<file path="config.mk">
export PLATFORM = sky130hd
export DESIGN_NAME = pri3to4_dec_seq
export DESIGN_NICKNAME = d
export VERILOG_FILES = /design/src/rtl/pri3to4_dec_seq.sv
export SDC_FILE = /design/constraint.sdc
export NUM_CORES = 1
export LEC_CHECK = 0
export BUFFER_PORTS_ARGS = -buffer_cell sky130_fd_sc_hd__buf_2
export CORE_MARGIN = 5
export CORE_UTILIZATION = 50
export CTS_BUF_LIST = sky130_fd_sc_hd__clkbuf_4
export CTS_CLUSTER_DIAMETER = 50
export DETAILED_ROUTE_END_ITERATION = 8
export GPL_TIMING_DRIVEN = 0
export HOLD_SLACK_MARGIN = 0.08
export PLACE_DENSITY = 0.82
export SYNTH_ARGS = -nofsm -noshare
export SYNTH_HDL_FRONTEND = slang
export SYNTH_SLANG_ARGS = --single-unit
</file>
<file path="constraint.sdc">
create_clock -name clk -period 1.5 [get_ports clk]
set_input_delay 0.075 -clock clk [delete_from_list [all_inputs] [get_ports clk]]
set_output_delay 0.075 -clock clk [all_outputs]
set_load 0.005 [all_outputs]
</file>
<file path="src/rtl/pri3to4_dec_seq.sv">
// Sequential decoder for {any, idx[1:0]} priority codes: buffers codes in a small FIFO,
// rebuilds the one-hot request word and shows it for at least HOLD_CYC cycles before handoff.
module pri3to4_dec_seq #(
    parameter int DEPTH    = 2,
    parameter int HOLD_CYC = 1,
    parameter int CNT_W    = 8
) (
    input  logic             clk,
    input  logic             rst_n,
    input  logic             i_in_valid,
    output logic             o_in_ready,
    input  logic [2:0]       i_code,
    output logic [3:0]       o_y,
    output logic             o_out_valid,
    input  logic             i_out_ready,
    output logic [CNT_W-1:0] o_null_cnt,
    output logic             o_busy
);

    localparam int PTR_W  = (DEPTH > 1) ? $clog2(DEPTH) : 1;
    localparam int FCNT_W = $clog2(DEPTH + 1);
    localparam int HCNT_W = (HOLD_CYC > 1) ? $clog2(HOLD_CYC) : 1;

    localparam logic [HCNT_W-1:0] HCNT_LOAD = HCNT_W'(HOLD_CYC - 1);
    localparam logic [FCNT_W-1:0] FIFO_FULL = FCNT_W'(DEPTH);
    localparam logic [CNT_W-1:0]  NULL_MAX  = '1;

    typedef enum logic {
        S_IDLE,
        S_SHOW
    } state_t;

    logic [2:0]        r_mem [DEPTH];
    logic [PTR_W-1:0]  r_wr_ptr;
    logic [PTR_W-1:0]  r_rd_ptr;
    logic [FCNT_W-1:0] r_count;
    state_t            r_state;
    state_t            w_state_nxt;
    logic [3:0]        r_y;
    logic [HCNT_W-1:0] r_hcnt;
    logic [CNT_W-1:0]  r_null_cnt;

    logic       w_push;
    logic       w_pop;
    logic       w_clear;
    logic       w_xfer;
    logic       w_fifo_ne;
    logic [2:0] w_head;

    function automatic logic [3:0] f_decode(input logic [2:0] c);
        f_decode = c[2] ? (4'b0001 << c[1:0]) : 4'b0000;
    endfunction

    // Ready comes only from the registered fill level, so no combinational in->out path exists.
    assign o_in_ready = (r_count < FIFO_FULL);
    assign w_push     = i_in_valid && o_in_ready;
    assign w_fifo_ne  = (r_count != '0);
    assign w_head     = r_mem[r_rd_ptr];
    assign w_xfer     = (r_state == S_SHOW) && i_out_ready && (r_hcnt == '0);

    always_ff @(posedge clk or negedge rst_n) begin
        if (!rst_n) begin
            r_state <= S_IDLE;
        end else begin
            r_state <= w_state_nxt;
        end
    end

    always_comb begin
        w_state_nxt = r_state;
        case (r_state)
            S_IDLE: begin
                if (w_fifo_ne) begin
                    w_state_nxt = S_SHOW;
                end
            end
            S_SHOW: begin
                if (w_xfer && !w_fifo_ne) begin
                    w_state_nxt = S_IDLE;
                end
            end
            default: w_state_nxt = S_IDLE;
        endcase
    end

    // A transfer with more words queued reloads y on the same edge, so the stream has no bubble.
    always_comb begin
        w_pop   = 1'b0;
        w_clear = 1'b0;
        case (r_state)
            S_IDLE: begin
                w_pop = w_fifo_ne;
            end
            S_SHOW: begin
                if (w_xfer) begin
                    w_pop   = w_fifo_ne;
                    w_clear = !w_fifo_ne;
                end
            end
            default: begin
                w_pop   = 1'b0;
                w_clear = 1'b0;
            end
        endcase
    end

    always_ff @(posedge clk) begin
        if (w_push) begin
            r_mem[r_wr_ptr] <= i_code;
        end
    end

    always_ff @(posedge clk or negedge rst_n) begin
        if (!rst_n) begin
            r_wr_ptr <= '0;
            r_rd_ptr <= '0;
            r_count  <= '0;
        end else begin
            if (w_push) begin
                r_wr_ptr <= r_wr_ptr + 1'b1;
            end
            if (w_pop) begin
                r_rd_ptr <= r_rd_ptr + 1'b1;
            end
            case ({w_push, w_pop})
                2'b10:   r_count <= r_count + 1'b1;
                2'b01:   r_count <= r_count - 1'b1;
                default: r_count <= r_count;
            endcase
        end
    end

    always_ff @(posedge clk or negedge rst_n) begin
        if (!rst_n) begin
            r_y    <= '0;
            r_hcnt <= '0;
        end else begin
            if (w_pop) begin
                r_y    <= f_decode(w_head);
                r_hcnt <= HCNT_LOAD;
            end else begin
                if (w_clear) begin
                    r_y <= '0;
                end
                if ((r_state == S_SHOW) && (r_hcnt != '0)) begin
                    r_hcnt <= r_hcnt - 1'b1;
                end
            end
        end
    end

    always_ff @(posedge clk or negedge rst_n) begin
        if (!rst_n) begin
            r_null_cnt <= '0;
        end else if (w_push && !i_code[2] && (r_null_cnt != NULL_MAX)) begin
            r_null_cnt <= r_null_cnt + 1'b1;
        end
    end

    assign o_y         = r_y;
    assign o_out_valid = (r_state == S_SHOW);
    assign o_null_cnt  = r_null_cnt;
    assign o_busy      = w_fifo_ne | o_out_valid;

endmodule

</file>
# Word-level counts from Yosys, hierarchy flattened
# Memory sizes are Yosys's and may differ from the RTL's.
# Index checks and enable logic that the tools add are counted.
[classes]
reduce_logical = 13
eq_ne = 3
mul = 0
div_mod_pow = 0
muxes = 15
shifts = 1
bitwise_logic = 3
n_addsub = 6
n_lt_le_gt_ge = 1
[op_table]
columns = ["cell", "count"]
rows = [
  ["2-to-1 mux 4 bit", 3],
  ["2-to-1 mux 1 bit", 9],
  ["adder 8 x 1 -> 8 bit, second input constant", 1],
  ["!= test 8 bit, second input constant", 1],
  ["nonzero test 2 bit", 4],
  ["logical AND 1 bit", 7],
  ["case mux 1 bit (2 select lines)", 2],
  ["case mux 2 bit (2 select lines)", 1],
  ["left shift 1 x 2 -> 4 bit, first input constant", 1],
  ["adder 1 bit, second input constant", 2],
  ["adder 2 x 1 -> 2 bit, second input constant", 1],
  ["equality test 2 x 1 -> 1 bit, second input constant", 1],
  ["equality test 2 bit, second input constant", 1],
  ["zero test 1 bit", 2],
  ["less-than comparator 2 bit, second input constant", 1],
  ["NOT 1 bit", 2],
  ["subtractor 2 x 1 -> 2 bit, second input constant", 1],
  ["bitwise OR 1 bit", 1],
  ["subtractor 1 bit, second input constant", 1],
]
[word_totals]
n_memories = 1
mem_bits_ro = 0
output_inout_bits = 15
reg_bits = 18
latchBits = 0
ram_bits = 6
[mem_list]
columns = ["name", "words", "word_bits", "read_ports", "rd_clocked_by_memory_dff", "write_ports", "line_no", "rtl"]
rows = [
  ["r_mem", 2, 3, 1, 0, 1, "33", "logic [2:0] r_mem [DEPTH];"],
]

# Longest topological paths before layout
# Gate-level depths: netlist (run 1).
[logic_depth]
ltp_word = 6
depth_mapped = 6
ltp_nobuf = 6

# Least setup slack after synthesis (run 1)
# No wires, ideal clock.
[synth_path]
path_kind = "reg2reg"
startpoint = "register r_null_cnt[0] (netlist: o_null_cnt[0])"
endpoint = "register r_null_cnt[1] (netlist: o_null_cnt[1])"
required_time_ns = 1.373
path_stages_with_launch = 5
t_arrival_ns = 1.418
setup_slack_ns = -0.045
cell_sequence = "dfrtp_1 -> ha_1 -> and4_4 -> a211o_1 -> mux2_1"
[synth_between]
elab_chain_cells = 2
elab_cells_between_ends = 3
cone_classes = "add/sub: 1; eq/ne: 1; reduce/logical: 1"
[synth_lines]
columns = ["element", "line_no", "rtl"]
rows = [
  ["from (decl)", "41", "logic [CNT_W-1:0] r_null_cnt;"],
  ["from (signal assigned)", "156", "r_null_cnt <= r_null_cnt + 1'b1;"],
  ["branches (longest 2 deep; another with adder 8 x 1 -> 8 bit)", "n/a", ""],
]
# Several ways; the timed one is not identified.
# A chain may end at the register's enable or synchronous reset.

# Worst setup path in the final report (run 1)
# Same ends and word-level chain as after synthesis.

==> results of run 1 <==
cell usage in the layout (no fill, tap or decap), types with 2 or more instances in the layout:
cell,instances
sky130_fd_sc_hd__nor2_1,4
sky130_fd_sc_hd__dlygate4sd3_1,4
sky130_fd_sc_hd__and2_1,2
sky130_fd_sc_hd__nand2b_1,2
sky130_fd_sc_hd__nand3_1,3
sky130_fd_sc_hd__buf_2,21
sky130_fd_sc_hd__mux2_2,3
sky130_fd_sc_hd__and3_1,2
sky130_fd_sc_hd__dfrtp_1,17
sky130_fd_sc_hd__a22o_1,4
sky130_fd_sc_hd__buf_4,4
sky130_fd_sc_hd__clkbuf_4,3
sky130_fd_sc_hd__xnor2_1,5
sky130_fd_sc_hd__nand3b_1,4
sky130_fd_sc_hd__inv_1,3
sky130_fd_sc_hd__edfxtp_1,6
sky130_fd_sc_hd__nand2_1,4
sky130_fd_sc_hd__a31oi_1,5
logic make-up after synthesis:
logic type	after synthesis	synth area share [%]
flops	24	56.76
compound gates	18	12.73
simple gates	31	16.55
xor+xnor	6	4.730
buf+inv	4	2.027
fa+ha+maj	2	2.252
mux	5	4.955
final timing paths:
path                                            from                         to  slack, ns  cells past startpoint
max                        o_null_cnt[0]$_DFFE_PN0P_  o_null_cnt[1]$_DFFE_PN0P_       0.03                      4
min                                      i_out_ready      o_out_valid$_DFF_PN0_       0.11                      4
max reg2reg                o_null_cnt[0]$_DFFE_PN0P_  o_null_cnt[1]$_DFFE_PN0P_       0.03                      4
min reg2reg                       o_y[1]$_DFFE_PN0P_         o_y[1]$_DFFE_PN0P_       0.51                      1
max in group asynchronous                      rst_n      o_out_valid$_DFF_PN0_       0.99                      2
min in group asynchronous                      rst_n         o_y[2]$_DFFE_PN0P_       0.21                      2
stage by stage:
stage / TNS, ns / instances
after floorplan: 0 / 90
after global placement: -0.03851 / 139
after detailed placement: -0.09477 / 139
after CTS: -0.006520 / 149
after global routing: -0.01800 / 151
final: 0 / 151
layout make-up:
class | instances | share of cell area (%)
Clock inverter | 1 | 0.2742
Timing Repair Buffer | 29 | 12.80
Sequential cell | 24 | 46.16
Tap cell | 28 | 2.559
Clock buffer | 3 | 1.645
Multi-Input combinational cell | 62 | 34.92
Inverter | 3 | 0.8227
Buffer | 1 | 0.8227
state kept, by name (all words and copies together) (netlist names):
register	count
r_mem	6
o_y	4
r_wr_ptr	1
r_hcnt	1
r_count	2
o_null_cnt	8
o_out_valid	1
r_rd_ptr	1
worst max-delay path, delay by kind of cell (launching register included):
| family | cells | cell delay (ns) |
|---|---|---|
| AOI/OAI and AO/OA | 1 | 0.29 |
| DFF | 1 | 0.41 |
| and+or+nand+nor | 1 | 0.17 |
| muxes | 1 | 0.30 |
| adders and majority gates | 1 | 0.19 |
power breakdown:
group,internal [W],leakage [nW],switching (W)
Combinational,0.000485,0.301,0.000400
Clock,0.0000970,0.0154,0.000179
Sequential,0.000874,0.283,0.000184
layer usage:
layer | vias up | track usage [%] | share of wire, %
li1 | 402 | - | -
met1 | 384 | 18.36 | 42
met2 | 21 | 25.29 | 51
met3 | 4 | 2.489 | 5.0
met4 | 0 | 6.954 | 1.7
met5 | - | 0 | 0
what timing repair did:
| action | 4_1_cts | 5_1_grt |
|---|---|---|
| hold buffers | 4 | 0 |
| gates cloned | 0 | 0 |
| buffers inserted | 2 | 2 |
| setup endpoints to repair | 2 | 4 |
| pin swaps | 1 | 1 |
| resized for setup | 2 | 4 |
| endpoints found under the hold margin | 24 | 0 |
==> impl_summary.log, run 1 <==
INFO  metric drt-pass1-iter-count = 4
INFO  metric synth_top_flop_cell = sky130_fd_sc_hd__dfrtp_1
INFO  metric clock_insertion_delay_worst_skew = ~0.30 ns
INFO  metric drcViolationCount = 0
INFO  metric die_height = ~57 µm
INFO  metric maxSlewHeadroom = roughly three quarters
INFO  metric power_density = roughly 1600 mW/mm²
INFO  metric grt_util_all_layers = between 10 and 15%
INFO  metric avgSynthCellArea = around 12 µm²
INFO  metric cts_inserted_buffers = 3
INFO  metric core_region_area = 0.002170 mm²
INFO  metric grt_first_pass_wirelength = between 3 and 4 mm
INFO  metric number_of_synthesized_flops_with_an_enable_pin = 6
INFO  metric final_nets = 133
INFO  metric design.portCount = 22
INFO  metric tritoncts = done
INFO  metric avgRoutedWirePerCell = around 14 µm
INFO  metric timing.critical_path.fanout_max = 3
INFO  metric min_path_type = primary input to register
INFO  metric synth_largest_area_cell = sky130_fd_sc_hd__dfrtp_1
INFO  metric crit_end_element = register
INFO  metric vias = between 800 and 900
INFO  metric maxCapViolCount = 0
INFO  metric flow.area_growth_from_synthesis = 23.20%
INFO  metric numClockSinks = 24
INFO  metric routed_via_density = 5.371
INFO  metric path_class = register to register
INFO  metric finalSetupViolCount = 0
INFO  metric clock_path_buffers = 2
INFO  metric cp_data_required_time = approximately 1.7 ns
INFO  metric grt.overflow.total = 0
INFO  metric finalInstanceArea = 0.001369 mm²
INFO  metric netlist.area_leader.share = just over 40%
INFO  metric result_of_the_run = completed
INFO  metric grt_antenna_before_repair = 0
INFO  metric pre_cts_slack = -0.06926 ns
INFO  metric critical_path.slowest_cell = sky130_fd_sc_hd__dfrtp_1
INFO  metric post-route-min-period = 1.467 ns
INFO  metric finalWirelength = 2.126 mm
INFO  metric vdd.ir_drop.worst = 0.001000 V
INFO  metric synth_top_cells_by_area = sky130_fd_sc_hd__dfrtp_1 41%, sky130_fd_sc_hd__edfxtp_1 16%, sky130_fd_sc_hd__xnor2_1 3.9%, sky130_fd_sc_hd__a22o_1 3.2%, sky130_fd_sc_hd__mux2_2 3.0%
INFO  metric timing_max_transition_violations_final = 0
INFO  metric die_width = roughly 57 µm
INFO  metric start_kind = register
INFO  metric finalHoldViolCount = 0
INFO  metric die-area = 0.003265 mm²
INFO  metric cpPeakStageDelay = 0.41 ns
INFO  metric synthesis.area = between 0.001 and 0.0015 mm²
INFO  metric timing.critical_path.arrival = 1.67 ns
INFO  metric total_power_after_layout = between 0.002 and 0.0025 W
INFO  metric synthCells = 90
INFO  metric area_taken_by_multi_input_logic_gates = 478.0 µm²
INFO  metric count_of_inserted_antenna_diode_cells = 0
INFO  metric skew = ~0.0062 ns
INFO  metric drt_iter0_markers = 8
INFO  metric post-route-util = a little over three fifths
INFO  metric crit_path_cell_trace = ha_2 -> and4_4 -> a211o_1 -> mux2_4
INFO  metric leading_cell_type_by_number_of_instances_after_synthesis = sky130_fd_sc_hd__dfrtp_1
INFO  metric finalCritPeriodShare = between 90% and 100%
INFO  metric syn-num-nets = 99
INFO  metric floorplan.initialDensity = 51.21%
INFO  metric synthDistinctLibCells = 34
INFO  metric cts_max_level = 1
INFO  metric worst_hold_slack = between 0.1 and 0.15 ns
INFO  metric netlist_top_cells_count = 18 x sky130_fd_sc_hd__dfrtp_1, 6 x sky130_fd_sc_hd__edfxtp_1, 5 x sky130_fd_sc_hd__a31oi_1, 5 x sky130_fd_sc_hd__nor2_1, 5 x sky130_fd_sc_hd__xnor2_1
INFO  metric drive_above_1_share = a little over a third
INFO  metric number_of_global_route_vias_before_repair = between 800 and 900
INFO  metric maxClockFrequency = ~0.68 GHz
INFO  metric post-dp-hpwl = about 1.6 mm
INFO  metric filler_cell_count = 200
INFO  metric flop_and_latch_count_out_of_synthesis = 24
INFO  metric synthesis.yosys.warnings = 0
INFO  metric worst-slew-pin-transition = between 0.4 and 0.5 ns
INFO  metric postSynth.asyncResetShare = 75.00%
INFO  metric number_of_cell_rows = 17
INFO  metric pin_count_of_the_biggest_net_entering_global_routing = 19
INFO  metric globalplace.congestion = roughly 0.81
INFO  metric seq_area = approximately 630 µm²
INFO  metric cellLeakagePower = about 0.6 nW
INFO  metric detailed_place.area = between 0.001 and 0.0015 mm²
INFO  metric drt.antenna.violating_nets = 0
INFO  metric rsz0062_at_grt = true
INFO  metric final_critical_path_setup_slack = 0.03299 ns
INFO  metric clk_pin_slew_worst_paths = roughly 0.13 ns
INFO  metric numPortBuffers = 21
INFO  metric sequential_cell_area_fraction_in_the_yosys_report = about 57%
INFO  metric clockRootBuffer = sky130_fd_sc_hd__clkbuf_4
(Power assumes the default switching activity.)
==> run 2: changes to the inputs <==
--- a/config.mk
+++ b/config.mk
@@ -7,13 +7,13 @@
 export LEC_CHECK = 0
 export BUFFER_PORTS_ARGS = -buffer_cell sky130_fd_sc_hd__buf_2
 export CORE_MARGIN = 5
-export CORE_UTILIZATION = 50
+export CORE_UTILIZATION = 55
 export CTS_BUF_LIST = sky130_fd_sc_hd__clkbuf_4
 export CTS_CLUSTER_DIAMETER = 50
 export DETAILED_ROUTE_END_ITERATION = 8
 export GPL_TIMING_DRIVEN = 0
 export HOLD_SLACK_MARGIN = 0.08
-export PLACE_DENSITY = 0.82
+export PLACE_DENSITY = 0.86
 export SYNTH_ARGS = -nofsm -noshare
 export SYNTH_HDL_FRONTEND = slang
 export SYNTH_SLANG_ARGS = --single-unit
==> constraint.sdc (replaced) <==
create_clock -name clk -period 1.9 [get_ports clk]
set_input_delay 0.095 -clock clk [delete_from_list [all_inputs] [get_ports clk]]
set_output_delay 0.095 -clock clk [all_outputs]
set_load 0.005 [all_outputs]
==> impl_summary.log, run 2 (synthesis gave the netlist of run 1 again) <==
INFO  metric holdPathEnd = o_out_valid$_DFF_PN0_
INFO  metric pin_count_of_the_biggest_net_entering_global_routing = 19
INFO  metric number_of_cell_rows = 16
INFO  metric detailed_place.area = between 0.001 and 0.0015 mm²
INFO  metric finalCritPeriodShare = a little under nine tenths
INFO  metric timing.critical_path.fanout_max = 4
INFO  metric worst-r2r-cell-count = 4
INFO  metric maxClockFrequency = 0.6106 GHz
INFO  metric result_of_the_run = completed
INFO  metric vdd.ir_drop.worst = approximately 0.00074 V
INFO  metric die_height = approximately 55 µm
INFO  metric largest_register_ffs = 8
INFO  metric finalSetupViolCount = 0
INFO  metric core_region_area = about 0.0019 mm²
INFO  metric worst_hold_slack = roughly 0.16 ns
INFO  metric numClockSinks = 24
INFO  metric floorplan.initialDensity = 57.22%
INFO  metric post-dp-hpwl = 1.591 mm
INFO  metric cts_max_level = 1
INFO  metric drive_above_1_share = about 28%
INFO  metric crit_path_cell_trace = ha_1 -> and4_4 -> a211o_1 -> mux2_1
INFO  metric count_of_inserted_antenna_diode_cells = 0
INFO  metric maxCapViolCount = 0
INFO  metric die_width = 54.95 µm
INFO  metric flow.area_growth_from_synthesis = 18.81%
INFO  metric grt_first_pass_wirelength = 3.581 mm
INFO  metric timing_max_transition_violations_final = 0
INFO  metric clk_pin_slew_worst_paths = 0.12 ns
INFO  metric crit_end_element = register
INFO  metric routed_via_density = about 5.6
INFO  metric post-route-min-period = between 1.5 and 2 ns
INFO  metric maxSlewHeadroom = around three quarters
INFO  metric cpPeakStageDelay = 0.44 ns
INFO  metric final_cell_mix = 21 x sky130_fd_sc_hd__buf_2, 18 x sky130_fd_sc_hd__dfrtp_1, 6 x sky130_fd_sc_hd__edfxtp_1
INFO  metric final_layout_setup_total_negative_slack = 0 ns
INFO  metric clockRootBuffer = sky130_fd_sc_hd__clkbuf_4
INFO  metric avgRoutedWirePerCell = 14.51 µm
INFO  metric tritoncts = done
INFO  metric grt_util_all_layers = between 15 and 20%
INFO  metric drt-pass1-iter-count = 4
INFO  metric start_kind = register
INFO  metric clock_path_buffers = 2
INFO  metric final_nets = 129
INFO  metric final_critical_path_setup_slack = 0.2622 ns
INFO  metric timing.rr.start = o_null_cnt[0]$_DFFE_PN0P_
INFO  metric numPortBuffers = 21
INFO  metric cp_data_required_time = 2.11 ns
INFO  metric cts_inserted_buffers = 3
INFO  metric die-area = between 0.003 and 0.004 mm²
INFO  metric worst_hold_path.num_cells = 4
INFO  metric design.portCount = 22
INFO  metric path_class = register to register
INFO  metric min_path_type = primary input to register
INFO  metric drcViolationCount = 0
INFO  metric number_of_global_route_vias_before_repair = 818
INFO  metric finalInstanceArea = ~0.0013 mm²
INFO  metric skew = between 0.005 and 0.006 ns
INFO  metric timing.rr.end = o_null_cnt[1]$_DFFE_PN0P_
INFO  metric finalHoldViolCount = 0
INFO  metric final_common_cell = sky130_fd_sc_hd__buf_2
INFO  metric timing.critical_path.arrival = 1.85 ns
INFO  metric post-cts-setup-buffers = 0
INFO  metric clock_insertion_delay_worst_skew = a little over 0.3 ns
INFO  metric grt_antenna_before_repair = 0
INFO  metric grt.overflow.total = 0
INFO  metric pre_cts_slack = ~0.27 ns
INFO  metric post-route-util = slightly below 70%
INFO  metric power_density = about 1300 mW/mm²
INFO  metric rsz0062_at_grt = false
INFO  metric drt_iter0_markers = 5
INFO  metric critical_path.slowest_cell = sky130_fd_sc_hd__dfrtp_1
INFO  metric hold_path.startpoint = i_out_ready
INFO  metric cellLeakagePower = around 0.58 nW
INFO  metric vias = approximately 820
INFO  metric globalplace.congestion = a little over 0.8
INFO  metric finalWirelength = between 2 and 2.5 mm
INFO  metric drt.antenna.violating_nets = 0
INFO  metric reg2reg_slack = approximately 0.26 ns
INFO  metric worst-slew-pin-transition = roughly 0.40 ns
-- run 2: power by group --
part	switching, W	internal [W]	total [W]	leakage, nW
clock	0.000146	0.0000964	0.000242	0.0184
combinational	0.000302	0.000323	0.000625	0.278
sequential	0.000156	0.000688	0.000844	0.283
total	0.000604	0.00111	0.00171	0.580
-- run 2: worst max-delay path, delay by kind of cell, from the launching register on --
| family | cells | cell delay, ns |
|---|---|---|
| flip-flops | 1 | 0.44 |
| AO/OA/AOI/OAI | 1 | 0.33 |
| AND/OR/NAND/NOR | 1 | 0.19 |
| multiplexers | 1 | 0.32 |
| adder cells (fa/ha/maj) | 1 | 0.26 |
-- run 2: final cells by class --
cell class | count | area [µm²]
Clock buffer | 4 | 30.03
Buffer | 1 | 11.26
Multi-Input combinational cell | 62 | 457.9
Inverter | 3 | 11.26
Fill cell | 150 | 621.8
Tap cell | 27 | 33.78
Timing Repair Buffer | 25 | 145.1
Sequential cell | 24 | 630.6
-- run 2: how the worst max path moves through the flow --
stage	startpoint	endpoint	slack (ns)	cells past startpoint
CTS	o_null_cnt[0]$_DFFE_PN0P_	o_null_cnt[1]$_DFFE_PN0P_	0.25	4
global placement	o_null_cnt[0]$_DFFE_PN0P_	o_null_cnt[1]$_DFFE_PN0P_	0.30	4
finish	o_null_cnt[0]$_DFFE_PN0P_	o_null_cnt[1]$_DFFE_PN0P_	0.26	4
global route	o_null_cnt[0]$_DFFE_PN0P_	o_null_cnt[1]$_DFFE_PN0P_	0.18	4
floorplan	o_null_cnt[0]$_DFFE_PN0P_	o_null_cnt[1]$_DFFE_PN0P_	0.36	4
detailed placement	o_null_cnt[0]$_DFFE_PN0P_	o_null_cnt[1]$_DFFE_PN0P_	0.27	4
-- run 2: through the flow --
stage                     std cells  total power [W]
after floorplan                  90         0.001242
after global placement          138         0.001420
after detailed placement        138         0.001474
after CTS                       146         0.001724
after global routing            146         0.001836
final                           146         0.001712
-- run 2: what timing repair did --
| item | in CTS | in global routing |
|---|---|---|
| hold buffers | 4 | 0 |
| gates resized for setup | 0 | 0 |
| hold endpoints to repair | 24 | 0 |
-- run 2: metal layers --
| layer | GRT usage, % | vias up | wire (µm) | share of wire (%) |
|---|---|---|---|---|
| met5 | 0 | - | 0 | 0 |
| met4 | 6.073 | 0 | 29 | 1.4 |
| met3 | 3.217 | 4 | 125 | 5.9 |
| met2 | 29.72 | 24 | 1094 | 52 |
| met1 | 20.00 | 401 | 870 | 41 |
| li1 | - | 394 | - | - |
